==> src/rtl/bsearch_ctrl.sv <==
// rtl/bsearch_ctrl.sv - sequential binary-search controller over a 2-cycle-latency sorted RAM
module bsearch_ctrl #(
  parameter int ADDR_W = 5,
  parameter int DATA_W = 8
) (
  input  logic              clk,
  input  logic              reset,
  input  logic              start,
  input  logic [DATA_W-1:0] target,
  output logic [ADDR_W-1:0] ram_addr,
  input  logic [DATA_W-1:0] ram_rdata,
  output logic              busy,
  output logic              done,
  output logic              found,
  output logic [ADDR_W-1:0] result_addr,
  output logic [3:0]        disp_hi,
  output logic [3:0]        disp_lo,
  output logic              disp_blank
);

  // Bounds carry one extra bit beyond sign+address so that low = 2^ADDR_W
  // (search ran off the top) is a plain positive number and never wraps.
  localparam int PW = ADDR_W + 2;
  localparam logic signed [PW-1:0] ONE       = {{(PW-1){1'b0}}, 1'b1};
  localparam logic signed [PW-1:0] HIGH_INIT = {2'b00, {ADDR_W{1'b1}}};

  typedef enum logic [2:0] {
    S_IDLE,
    S_ADDR,
    S_WAIT,
    S_CMP,
    S_DONE
  } state_t;

  state_t                   state_q, state_d;
  logic signed [PW-1:0]     low_q, low_d;
  logic signed [PW-1:0]     high_q, high_d;
  logic        [DATA_W-1:0] tgt_q, tgt_d;
  logic                     found_q, found_d;
  logic        [ADDR_W-1:0] result_addr_q, result_addr_d;

  logic signed [PW-1:0]     mid;
  logic signed [PW-1:0]     mid_inc;
  logic signed [PW-1:0]     mid_dec;
  logic        [7:0]        result_ext;

  // Midpoint floor((low+high)/2) formed without a wider intermediate sum.
  always_comb begin
    mid     = (low_q >>> 1) + (high_q >>> 1)
            + $signed({{(PW-1){1'b0}}, low_q[0] & high_q[0]});
    mid_inc = mid + ONE;
    mid_dec = mid - ONE;
  end

  // State and search registers; reset aborts any search at once.
  always_ff @(posedge clk or posedge reset) begin
    if (reset) begin
      state_q       <= S_IDLE;
      low_q         <= '0;
      high_q        <= '0;
      tgt_q         <= '0;
      found_q       <= 1'b0;
      result_addr_q <= '0;
    end else begin
      state_q       <= state_d;
      low_q         <= low_d;
      high_q        <= high_d;
      tgt_q         <= tgt_d;
      found_q       <= found_d;
      result_addr_q <= result_addr_d;
    end
  end

  // Next-state: launch on start from IDLE/DONE, 3-cycle probe, narrow on compare.
  always_comb begin
    state_d       = state_q;
    low_d         = low_q;
    high_d        = high_q;
    tgt_d         = tgt_q;
    found_d       = found_q;
    result_addr_d = result_addr_q;
    case (state_q)
      S_IDLE, S_DONE: begin
        if (start) begin
          low_d         = '0;
          high_d        = HIGH_INIT;
          tgt_d         = target;
          found_d       = 1'b0;
          result_addr_d = '0;
          state_d       = S_ADDR;
        end
      end
      S_ADDR: state_d = S_WAIT;
      S_WAIT: state_d = S_CMP;
      S_CMP: begin
        if (ram_rdata == tgt_q) begin
          found_d       = 1'b1;
          result_addr_d = mid[ADDR_W-1:0];
          state_d       = S_DONE;
        end else if (ram_rdata < tgt_q) begin
          low_d   = mid_inc;
          state_d = (mid_inc > high_q) ? S_DONE : S_ADDR;
        end else begin
          high_d  = mid_dec;
          state_d = (low_q > mid_dec) ? S_DONE : S_ADDR;
        end
      end
      default: state_d = S_IDLE;
    endcase
  end

  // Status, RAM address and HEX display drive.
  always_comb begin
    result_ext                = '0;
    result_ext[ADDR_W-1:0]    = result_addr_q;
    busy        = (state_q == S_ADDR) || (state_q == S_WAIT) || (state_q == S_CMP);
    done        = (state_q == S_DONE);
    found       = found_q;
    result_addr = result_addr_q;
    ram_addr    = mid[ADDR_W-1:0];
    disp_hi     = result_ext[7:4];
    disp_lo     = result_ext[3:0];
    disp_blank  = ~(done & found_q);
  end

endmodule

==> config.mk <==
export PLATFORM = sky130hd
export DESIGN_NAME = bsearch_ctrl
export DESIGN_NICKNAME = d
export VERILOG_FILES = /design/src/rtl/bsearch_ctrl.sv
export SDC_FILE = /design/constraint.sdc
export NUM_CORES = 1
export LEC_CHECK = 0
export CAP_MARGIN = 0
export CORE_MARGIN = 4
export CORE_UTILIZATION = 52
export DETAILED_ROUTE_END_ITERATION = 8
export DONT_BUFFER_PORTS = 1
export PLACE_DENSITY_LB_ADDON = 0.08
export SYNTH_ARGS = -nofsm -noshare
export SYNTH_HDL_FRONTEND = slang
export SYNTH_SLANG_ARGS = --single-unit
export TNS_END_PERCENT = 50
==> constraint.sdc <==
create_clock -name clk -period 3.6 [get_ports clk]
set_input_delay 0.72 -clock clk [delete_from_list [all_inputs] [get_ports clk]]
set_output_delay 0.72 -clock clk [all_outputs]
set_load 0.03 [all_outputs]
**After elaboration in Yosys (flattened, before gate mapping)**

Cells that the tools add are included.

- Muxes and demuxes: 20
- Equal/unequal tests: 10
- Reduce and logical (&&, ||, !) cells: 9
- Bitwise operators: 3
- $lt $le $gt $ge: 3
- Add/subtract/negate cells: 4

Operators by type and width:

| operator | number |
|---|---|
| 7-bit two-way mux | 6 |
| 7-bit one-hot mux with 2 select lines | 2 |
| 3-bit two-way mux | 5 |
| 7-bit greater-than comparator | 2 |
| 3-bit one-hot mux with 4 select lines | 1 |
| 5-bit two-way mux | 2 |
| 2-bit != test, second input constant | 5 |
| 5-bit one-hot mux with 2 select lines | 1 |
| 8-bit equality test | 1 |
| 8-bit < comparator | 1 |
| 4-bit AND reduction | 2 |
| 6-bit by 6-bit adder with 7-bit output | 1 |
| 7-bit by 2-bit adder with 7-bit output | 1 |
| 7-bit by 2-bit adder with 7-bit output, second input constant | 1 |
| 7-bit by 2-bit subtractor with 7-bit output, second input constant | 1 |
| 3-bit by 2-bit equality test with 1-bit output, second input constant | 2 |
| 3-bit by 1-bit equality test with 1-bit output, second input constant | 1 |
| 3-bit equality test, second input constant | 1 |
| 3-bit zero test | 1 |
| 3-bit AND reduction | 1 |
| 1-bit AND | 2 |
| 1-bit logical OR | 2 |
| 1-bit two-way mux | 2 |
| 1-bit one-hot mux with 2 select lines | 1 |
| 4 further kinds | 4 |

- Bits in registers: 31
- Word-level logic and storage cells: 55

**Logic depth before layout (Yosys ltp)**

Gate-level depths: netlist of run 1.

- Depth after elaboration: 8
- Mapped depth: 16
- Gate-level depth less buffers: 16

**Least setup slack after synthesis of run 1**

Ideal clock, no wire load.

- Path type: register -> register
- From: register low_q[1]
- To: register state_q[2]
- Cell stages (with the launch flop): 17
- Arrival: 3.686 ns
- Slack: -0.210 ns
- Data required time: 3.476 ns
- Library setup time: 0.124 ns
- Path through: dfrtp_1 > inv_1 > fa_1 > fa_1 > nand2b_1 > o2bb2ai_1 > xor2_1 > inv_1 > nor4b_4 > xor2_2 > ha_1 > inv_1 > a2111oi_0 > a221oi_1 > o21ai_0 > a21oi_1 > a211o_1

- Cells in the longest elaborated chain, start to end: 8

Ends and longest elaborated chain:

| element | RTL line | RTL |
|---|---|---|
| start, declared | 36 | `logic signed [PW-1:0] low_q, low_d;` |
| start signal, assigned | 66 | `low_q <= low_d;` |
| 6-bit by 6-bit adder with 7-bit output (*) | 49 | `mid = (low_q >>> 1) + (high_q >>> 1)` |
| 7-bit by 2-bit adder with 7-bit output (*) | 50 | `+ $signed({{(PW-1){1'b0}}, low_q[0] & high_q[0]});` |
| net ram_addr[4] | 10 | `output logic [ADDR_W-1:0] ram_addr,` |
| 7-bit by 2-bit subtractor with 7-bit output or 7-bit by 2-bit adder with 7-bit output (tied branches) | 52, 51 |  |
| 7-bit greater-than comparator (on tied branches) | 105, 102 |  |
| 3-bit two-way mux (on tied branches) | 105, 102 |  |
| 3-bit two-way mux (*) | 100 | `end else if (ram_rdata < tgt_q) begin` |
| 3-bit two-way mux (*) | 96 | `if (ram_rdata == tgt_q) begin` |
| 3-bit one-hot mux with 4 select lines (*) | 82 | `case (state_q)` |
| end signal, assigned | 65 | `state_q <= state_d;` |
| end, declared | 35 | `state_t state_q, state_d;` |

Mark *: on every way through the listed nets, which the timed path passes. The rest lies on a longest branch.
A chain may end at the register's enable or synchronous reset.

**Worst setup path in the final report of run 1**

- From: register low_q[1]
- To: register low_q[6]

- Cells in the longest elaborated chain, start to end: 6

Ends and longest elaborated chain:

| element | RTL line | RTL |
|---|---|---|
| 6-bit by 6-bit adder with 7-bit output | 49 |  |
| 7-bit by 2-bit adder with 7-bit output | 50 |  |
| 7-bit by 2-bit adder with 7-bit output | 51 | `mid_inc = mid + ONE;` |
| 7-bit two-way mux | 100 |  |
| 7-bit two-way mux | 96 |  |
| 7-bit one-hot mux with 2 select lines | 82 |  |

Every way passes these cells. The select of a mux whose other input is x is not followed.

==> results by group, run 1 <==
Finish
  – Fillers: 319
  – Area of the multi-input gates: 0.00148 sq mm
  – Register Area: 776 sq um
  – Finished layout cell area: 0.00287 sq mm
  – Share of cells above drive strength 1: 0.293
  – Area grow syn2layout: 25.3%
  – Antenna diodes: 0
  – Number of nets in the layout: 339
  – Final std cells w/o fill: 340

Yosys
  – Synth Area in Simple Gates: 0.171
  – Main combinational cell family by area after synthesis: adder cells
  – Post-Synth Adder-Cell Area: 0.176
  – Synth Area per Inst: 9.30 sq um
  – Ranking of synthesized cells by area: dfrtp_1 (34%), ha_1 (16%), o21ai_0 (5.9%)
  – Mux cell area share after synthesis: 0
  – Fraction of registers with async set/reset: 1.00
  – Synth top area share: 0.339
  – Xor/xnor share of the synthesized area: 0.0651
  – Mapped Area: 0.00229 sq mm
  – Top FF cell, synth: dfrtp_1
  – Syn Inst Count: 246
  – Register area share after synthesis: 0.339
  – FF+latch count, synth: 31
  – Compound-Gate Fraction of Synth Area: 0.170
  – EDFF count, synth: 0
  – Largest area contributor in the netlist: dfrtp_1
  – Yosys cell types: 45
  – Synth warnings: 0

Timing
  – Worst setup margin: -0.0335 ns
  – Fin Setup TNS: -0.0444 ns
  – Slew Limit Fails: 0
  – Fmax: 275 MHz
  – Final Hold Viols: 0
  – Slew @ Worst Pin: 0.811 ns
  – RSZ-0062 raised after global routing: yes
  – Tcrit/Tclk final: 1.01
  – Setup Skew: 0.00904 ns
  – Min cycle time layout: 3.63 ns
  – Setup violators final: 2
  – Slew HR: 0.454

Placed design
  – GPL Wtd Cong: 0.839
  – DP Area: 0.00254 sq mm
  – Port Buffer Count: 0
  – # placed instances: 315
  – Hpwl dp: 4.24 mm

Hold path
  – Worst Hold Class: in2async

Floorplan
  – Die Y: 74.3 um
  – Die Width: 74.3 um
  – Top-level I/O count: 41
  – Core ar.: 0.00412 sq mm
  – Num rows: 23
  – Initial Util: 0.556
  – Die Area: 0.00552 sq mm

Route
  – Via count: 1920
  – DRC violations left: 0
  – Post-DRT Antenna Nets: 0
  – 1st-iter DRT viols: 122
  – WL/cell: 17.1 um
  – Vias per Instance: 5.65
  – Overall routed net length: 5.83 mm
  – DR pass1 iterations: 4

Global route
  – Vias in the first global route: 2001
  – Total GRT Usage: 0.233
  – Pin count of the biggest net entering global routing: 32
  – First-pass GRT wire length: 9.69 mm
  – Grt total ovfl: 0
  – Antenna violations before repair: 0

Clocking
  – CTS tree: built
  – CTS max path bufs: 2
  – Clk sink count: 31
  – Clock Tree Root: clkbuf_8
  – TritonCTS Buffers: 5
  – Clk_lat worst skew: 0.29 ns
  – Worst-path clk slew: 0.08 ns
  – CTS H-tree depth: 2

Run status
  – Status: finished with violations
  – Failing checks: negative setup slack

Worst setup path
  – CP startpoint: low_q[1]
  – CP required: 3.77 ns
  – R2r setup slk: -0.03 ns
  – Critical path fanouts, max: 2
  – Crit Path Category: reg2reg
  – Critical Path End Type: flop
  – Length in cells of the worst reg-to-reg path: 20
  – Startpoint Class: flop
  – Arrival time worst endpoint: 3.81 ns
  – Reg2reg start: low_q[1]

Job
  – Max_cap viols: 0
-- metrics by stage --
stage,hold WS (ns),util,setup slack [ns]
finish,0.399,0.697,-0.0335
global route,0.432,0.697,-0.212
CTS,0.411,0.694,0.000900
detailed placement,0.496,0.617,-0.230
global placement,0.479,0.617,-0.200
floorplan,0.440,-,0.0271
-- cell usage in the layout, fill, tap and decap left out, types with 3 or more instances in the layout --
cell type / n
dfrtp_1: 31
conb_1: 3
inv_1: 24
a22o_1: 7
o21ai_0: 26
nand3b_1: 4
nand2_1: 18
xnor2_1: 7
nand4_1: 4
clkbuf_8: 7
nand3_1: 11
a21oi_1: 6
a21o_1: 3
buf_4: 46
xor2_2: 3
o211ai_1: 3
ha_1: 28
nor2_1: 13
-- metal layers --
metal,track usage,share of wire
met1,0.306,0.45
met2,0.388,0.49
met3,0.0541,0.049
met4,0.0672,0.013
met5,0,0
-- path summary, 6_finish.rpt --
kind	end
max reg2reg	low_q[6]
min reg2reg	state_q[1]
min	high_q[5]
min in group clk	state_q[1]
max in group asynchronous	high_q[1]
max	low_q[6]
-- cell type report --
cell class                 count  share of cell area
clock inverter                 1             0.00262
sequential                    31               0.271
inverter                      27              0.0362
clock buffer                   7              0.0336
tap                           50              0.0218
multi-input combinational    178               0.515
timing repair buffer          46               0.120
-- kinds of logic after synthesis --
kind of cell             count (synthesis)
AO/OA/AOI/OAI                           60
other                                    1
AND/OR/NAND/NOR                         70
XOR/XNOR                                14
flip-flops                              31
adder cells (fa/ha/maj)                 31
buffers and inverters                   39
-- cell usage after synthesis (all sizes together), types with 2 or more instances --
cell and count:
nand2b 3, xnor2 9, nand3b 4, inv 27, o211ai 3, a21o 3, dfrtp 31, a2111oi 2
nand3 12, a22o 7, nor3 4, o21ai 28, a21oi 8, nor2 13, nor2b 2, nand2 19
nand4 4, buf 8, nor4 2, xor2 5, ha 29, clkbuf 4, or2b 2, fa 2
-- sequential cells by signal, indices dropped and copies added (netlist names) --
register and flops:
tgt_q 8, high_q 7, low_q 7, result_addr 5
state_q 3, found 1
-- timing repair --
action	4_1_cts	5_1_grt
resized for setup	17	1
pin swaps	15	4
setup endpoints to repair	2	3
hold buffers	0	0
setup buffers	16	1
gates cloned	0	0
-- critical path: stages, from the launching register on --
cell	delay, ns
dfrtp_1	0.35
inv_1	0.06
fa_2	0.41
fa_2	0.36
nand2b_4	0.15
o2bb2ai_2	0.13
or2b_1	0.24
a22oi_1	0.17
buf_4	0.18
xnor2_2	0.08
buf_4	0.15
buf_4	0.13
buf_4	0.13
buf_4	0.13
buf_4	0.12
buf_4	0.12
buf_4	0.12
buf_4	0.12
buf_4	0.12
buf_4	0.12
a22o_1	0.17
Power of run 1 is not shown: default switching activity piles up to over one toggle a cycle in this logic, so the estimate is an artifact.
==> run 2, diff against run 1 <==
--- a/config.mk
+++ b/config.mk
@@ -11,6 +11,7 @@
 export DETAILED_ROUTE_END_ITERATION = 8
 export DONT_BUFFER_PORTS = 1
 export PLACE_DENSITY_LB_ADDON = 0.08
+export SKIP_LAST_GASP = 1
 export SYNTH_ARGS = -nofsm -noshare
 export SYNTH_HDL_FRONTEND = slang
 export SYNTH_SLANG_ARGS = --single-unit
==> constraint.sdc (replaced) <==
create_clock -name clk -period 2.95 [get_ports clk]
set_input_delay 0.59 -clock clk [delete_from_list [all_inputs] [get_ports clk]]
set_output_delay 0.59 -clock clk [all_outputs]
set_load 0.03 [all_outputs]
==> run 2 against run 1 <==
  * Cell area is 6.4% higher
  * Clock-buffer cell count is 1 lower
  * Via count is 5.1% higher
  * Die area stayed put
  * Global-route usage is 0.80 points higher
  * Critical endpoint is now state_q[2]
  * Sequential share of layout area is 1.6 points lower
  * Fmax is 2.3% lower
  * Worst hold slack worse by 0.033 ns
  * The run still ends with negative setup slack left
==> results by group, run 2 (synthesis gave the netlist of run 1 again) <==
Finish
  – Antenna diodes: 0 (unchanged)
  – Commonest non-fill, non-tap cells in the layout: buf_4 (61), dfrtp_1 (31), ha_1 (27), o21ai_0 (26), inv_1 (23)
  – Fillers: 309 (-3.1%)
  – Share of cells above drive strength 1: 0.343 (+0.0500)
  – Most common cell after layout, fill and taps aside: buf_4
  – Number of nets in the layout: 355 (+4.7%)
  – Area grow syn2layout: 33.3%
  – Max reg flops: 8 (unchanged)
  – Top reg by flops: tgt_q
  – Register Area: 776 sq um (unchanged)
  – Area of the multi-input gates: 0.00151 sq mm (+2.2%)
  – Biggest regs: tgt_q x8, high_q x7, low_q x7
  – Final std cells w/o fill: 356 (+4.7%)

Worst setup path
  – Slowest stage delay, CP: 0.49 ns (+0.08 ns)
  – CP startpoint: low_q[1]
  – Worst path cell trace: inv_1, fa_2, fa_2, nand2b_4, o2bb2ai_2, xor2_4, buf_4, nor4_4, xnor2_1, ha_1, nand4_1, a21oi_2, a2111oi_2, or4_4, a21oi_2, a211o_1
  – Delay-heaviest family, CP: adder cells
  – CP required: 3.18 ns (-0.59 ns)
  – Worst path bufs/invs: 2 (-10)
  – Crit Path Category: reg2reg
  – Reg2reg start: low_q[1]
  – Critical path fanouts, max: 4 (+2)
  – Arrival time worst endpoint: 3.95 ns (+0.14 ns)
  – Startpoint Class: flop
  – Slowest-stage cell, CP: or4_4
  – Critical Path End Type: flop

Route
  – Via count: 2018 (+5.1%)
  – 1st-iter DRT viols: 76 (-38%)
  – DR pass1 iterations: 4 (unchanged)
  – Overall routed net length: 6.04 mm (+3.6%)
  – Vias per Instance: 5.67 (+0.38%)
  – DRC violations left: 0 (unchanged)
  – Post-DRT Antenna Nets: 0 (unchanged)
  – WL/cell: 17.0 um (-1.1%)

Global route
  – Grt total ovfl: 0 (unchanged)
  – Total GRT Usage: 0.241 (+0.00800)
  – First-pass GRT wire length: 9.97 mm (+2.9%)
  – Antenna violations before repair: 0 (unchanged)
  – Pin count of the biggest net entering global routing: 23 (-28%)
  – Vias in the first global route: 2119 (+5.9%)

Floorplan
  – Die Y: 74.3 um (unchanged)
  – Initial Util: 0.556 (unchanged)
  – Die Width: 74.3 um (unchanged)
  – Top-level I/O count: 41 (unchanged)
  – Core ar.: 0.00412 sq mm (unchanged)
  – Die Area: 0.00552 sq mm (unchanged)
  – Num rows: 23 (unchanged)

Clocking
  – Clk sink count: 31 (unchanged)
  – CTS H-tree depth: 2 (unchanged)
  – CTS tree: built
  – Clock Tree Root: clkbuf_8
  – CTS max path bufs: 2 (unchanged)
  – Worst-path clk slew: 0.08 ns (about the same)
  – Post-CTS Hold Buffers: 0 (unchanged)
  – TritonCTS Buffers: 5 (unchanged)
  – Clk_lat worst skew: 0.29 ns (about the same)

Timing
  – Fin Setup TNS: -1.54 ns (-1.49 ns)
  – Setup Skew: 0.0115 ns (+0.00242 ns)
  – Tcrit/Tclk final: 1.26 (+0.252)
  – RSZ-0062 raised after global routing: yes
  – Worst setup margin: -0.770 ns (-0.737 ns)
  – Final Hold Viols: 0 (unchanged)
  – Min cycle time layout: 3.72 ns (+0.0870 ns)
  – Fmax: 269 MHz (-2.3%)
  – Slew @ Worst Pin: 0.860 ns (+0.0493 ns)
  – Slew HR: 0.426 (-0.0278)
  – Setup violators final: 2 (unchanged)
  – Slew Limit Fails: 0 (unchanged)

Placed design
  – Setup WS pre-CTS: -0.787 ns (-0.557 ns)
  – # placed instances: 342 (+8.6%)
  – GPL Wtd Cong: 0.900 (+7.3%)
  – Hpwl dp: 4.48 mm (+5.7%)
  – Port Buffer Count: 0 (unchanged)

Run status
  – Status: finished with violations
  – Failing checks: negative setup slack

Hold path
  – Worst Hold Class: in2async

Job
  – Max_cap viols: 0 (unchanged)
-- run 2: final timing paths --
kind	to	slack, ns	depth (start not counted)
hold / removal	tgt_q[3]	0.37	1
setup reg to reg	state_q[2]	-0.77	16
hold reg to reg	tgt_q[0]	0.50	2
max in group asynchronous	result_addr[2]	1.92	2
min in group clk	tgt_q[0]	0.42	2
setup / recovery	state_q[2]	-0.77	16
-- run 2: what timing repair did --
action                                  4_1_cts  5_1_grt
pin swaps                                    16        1
cloned                                        0        0
setup buffers                                 5        1
endpoints found under the setup margin        3        3
gates resized for setup                      18        2
-- run 2: per-layer routing --
metal / GRT usage / wire length [um]
met3: 0.0608 / 264
met2: 0.409 / 2960
met1: 0.299 / 2700
met5: 0 / 0
met4: 0.0850 / 112
-- run 2: per-stage QoR --
step | hold slack [ns] | utilization | cell area, sq um
after floorplan | 0.440 | - | 2340
final | 0.366 | 0.741 | 3050
after CTS | 0.398 | 0.736 | 3030
after global routing | 0.417 | 0.741 | 3050
after detailed placement | 0.478 | 0.671 | 2760
after global placement | 0.464 | 0.671 | 2760
-- run 2: area by class of cell --
cell class / instances / area share
timing repair buffer: 62 / 0.157
clock inverter: 2 / 0.0115
multi-input combinational: 178 / 0.494
inverter: 27 / 0.0353
tap: 50 / 0.0205
clock buffer: 6 / 0.0271
sequential: 31 / 0.254
Power of run 2 is left out for the same reason.
==> run 3, diff against run 2 <==
--- a/config.mk
+++ b/config.mk
@@ -7,10 +7,11 @@
 export LEC_CHECK = 0
 export CAP_MARGIN = 0
 export CORE_MARGIN = 4
-export CORE_UTILIZATION = 52
+export CORE_UTILIZATION = 60
 export DETAILED_ROUTE_END_ITERATION = 8
 export DONT_BUFFER_PORTS = 1
 export PLACE_DENSITY_LB_ADDON = 0.08
+export SKIP_CTS_REPAIR_TIMING = 1
 export SKIP_LAST_GASP = 1
 export SYNTH_ARGS = -nofsm -noshare
 export SYNTH_HDL_FRONTEND = slang
==> constraint.sdc (replaced) <==
create_clock -name clk -period 3.6 [get_ports clk]
set_input_delay 0.72 -clock clk [delete_from_list [all_inputs] [get_ports clk]]
set_output_delay 0.72 -clock clk [all_outputs]
set_load 0.03 [all_outputs]
==> run 3 against run 2 <==
  * Global-route usage down 0.51 points
  * First-iteration DRC count up 120%
  * Sequential share of layout area up 3.0 points
  * Fmax up 3.1%
  * Highest routed layer unchanged
  * Die area down 12%
  * Clock skew down 0.0066 ns
  * Cell count down 11%
  * Non-clock buffer count down 37
  * The run still ends with negative setup slack left
  * Utilization up 0.31 points
==> results by group, run 3 (synthesis gave the netlist of run 1 again) <==
Run status
  – Status: finished with violations
  – Failing checks: negative setup slack

Timing
  – Slew @ Worst Pin: 0.616 ns (-0.245 ns)
  – Slew Limit Fails: 0 (unchanged)
  – Slew HR: 0.585 (+0.159)
  – Min cycle time layout: 3.61 ns (-0.111 ns)
  – Tcrit/Tclk final: 1.00 (-0.259)
  – Worst setup margin: -0.00911 ns (+0.761 ns)
  – Fmax: 277 MHz (+3.1%)
  – Final Hold Viols: 0 (unchanged)
  – Fin Setup TNS: -0.00911 ns (+1.53 ns)
  – Setup Skew: 0.00488 ns (-0.00659 ns)
  – RSZ-0062 raised after global routing: yes
  – Setup violators final: 1 (-1)

Worst setup path
  – Slowest stage delay, CP: 0.42 ns (-0.07 ns)
  – Slowest-stage cell, CP: or4_1
  – R2r setup slk: -0.009 ns (+0.76 ns)
  – Arrival time worst endpoint: 3.83 ns (-0.12 ns)
  – Reg2reg start: low_q[1]
  – Length in cells of the worst reg-to-reg path: 15 (-1)
  – Worst reg2reg endpoint: state_q[2]
  – CP most frequent cell: fa_2
  – CP startpoint: low_q[1]
  – Worst path bufs/invs: 1 (-1)
  – Critical Path End Type: flop
  – Critical path fanouts, max: 3 (-1)
  – Crit Path Category: reg2reg
  – CP required: 3.82 ns (+0.64 ns)
  – Delay-heaviest family, CP: adder cells
  – Worst path cell trace: inv_2, fa_2, fa_2, nand2b_4, o2bb2ai_4, xor2_4, nor4_2, xnor2_1, ha_1, nand4_1, a21oi_2, a2111oi_2, or4_1, a21oi_1, a211o_1
  – Startpoint Class: flop

Global route
  – Grt total ovfl: 0 (unchanged)
  – Total GRT Usage: 0.236 (-0.00506)
  – Vias in the first global route: 1927 (-9.1%)
  – First-pass GRT wire length: 9.32 mm (-6.5%)
  – Antenna violations before repair: 0 (unchanged)
  – Pin count of the biggest net entering global routing: 21 (-8.7%)

Floorplan
  – Initial Util: 0.625 (+0.0690)
  – Die Area: 0.00486 sq mm (-12%)
  – Top-level I/O count: 41 (unchanged)
  – Die Width: 69.7 um (-6.2%)
  – Num rows: 22 (-4.3%)
  – Core ar.: 0.00366 sq mm (-11%)
  – Die Y: 69.7 um (-6.2%)

Finish
  – Number of nets in the layout: 318 (-10%)
  – Max reg flops: 8 (unchanged)
  – Final std cells w/o fill: 317 (-11%)
  – Share of cells above drive strength 1: 0.223 (-0.120)
  – Most common cell after layout, fill and taps aside: dfrtp_1
  – Antenna diodes: 0 (unchanged)
  – Area grow syn2layout: 19.1%
  – Commonest non-fill, non-tap cells in the layout: dfrtp_1 (31), ha_1 (29), o21ai_0 (26), inv_1 (24), buf_4 (24)
  – Top reg by flops: tgt_q
  – Fillers: 247 (-20%)
  – Biggest regs: tgt_q x8, high_q x7, low_q x7
  – Finished layout cell area: 0.00272 sq mm (-11%)
  – Core Util, Final: 0.744 (+0.00306)

Route
  – WL/cell: 18.7 um (+10%)
  – DRC violations left: 0 (unchanged)
  – DR pass1 iterations: 5 (+1)
  – Via count: 1930 (-4.4%)
  – Post-DRT Antenna Nets: 0 (unchanged)
  – Vias per Instance: 6.09 (+7.4%)
  – Overall routed net length: 5.92 mm (-1.9%)
  – 1st-iter DRT viols: 165 (+120%)

Clocking
  – Clock Tree Root: clkbuf_8
  – TritonCTS Buffers: 5 (unchanged)
  – CTS tree: built
  – CTS max path bufs: 2 (unchanged)
  – CTS H-tree depth: 2 (unchanged)
  – Clk_lat worst skew: 0.28 ns (about the same)
  – Clk sink count: 31 (unchanged)
  – Worst-path clk slew: 0.07 ns (about the same)

Job
  – Max_cap viols: 0 (unchanged)

Placed design
  – Port Buffer Count: 0 (unchanged)
  – GPL Wtd Cong: 0.941 (+4.6%)
  – Hpwl dp: 4.42 mm (-1.2%)
  – # placed instances: 307 (-10%)
  – DP Area: 0.00250 sq mm (-9.3%)

Hold path
  – Worst Hold Class: in2async
==> run 3: through the flow <==
step	hold slack (ns)	setup slack, ns
6_report	0.323	-0.00911
5_1_grt	0.361	-0.160
4_1_cts	0.342	-0.169
3_5_place_dp	0.481	-0.118
3_3_place_gp	0.465	-0.0239
2_1_floorplan	0.440	0.0271
==> run 3: worst max path at each step <==
stage | end | slack (ns) | cells past startpoint
final | state_q[2] | -0.009 | 15
after global routing | state_q[2] | -0.16 | 16
after floorplan | state_q[2] | 0.03 | 15
after CTS | state_q[2] | -0.17 | 14
after global placement | state_q[2] | -0.02 | 14
after detailed placement | state_q[2] | -0.12 | 14
==> run 3: routing by layer <==
metal  up-vias  global-route usage  part of all wire
met4         0              0.0447             0.021
met1       932               0.319              0.41
met2        78               0.397              0.50
met5         -                   0                 0
li1        902                   -                 -
met3        18              0.0478             0.060
==> run 3: cell type report <==
type / count / area, sq um / share of cell area
Clock buffer: 6 / 82.6 / 0.0303
Clock inverter: 2 / 35.0 / 0.0129
Inverter: 27 / 104 / 0.0381
Multi-Input combinational cell: 178 / 1470 / 0.538
Sequential cell: 31 / 776 / 0.285
Tap cell: 48 / 60.1 / 0.0220
Timing Repair Buffer: 25 / 200 / 0.0735
Power of run 3 is left out for the same reason.
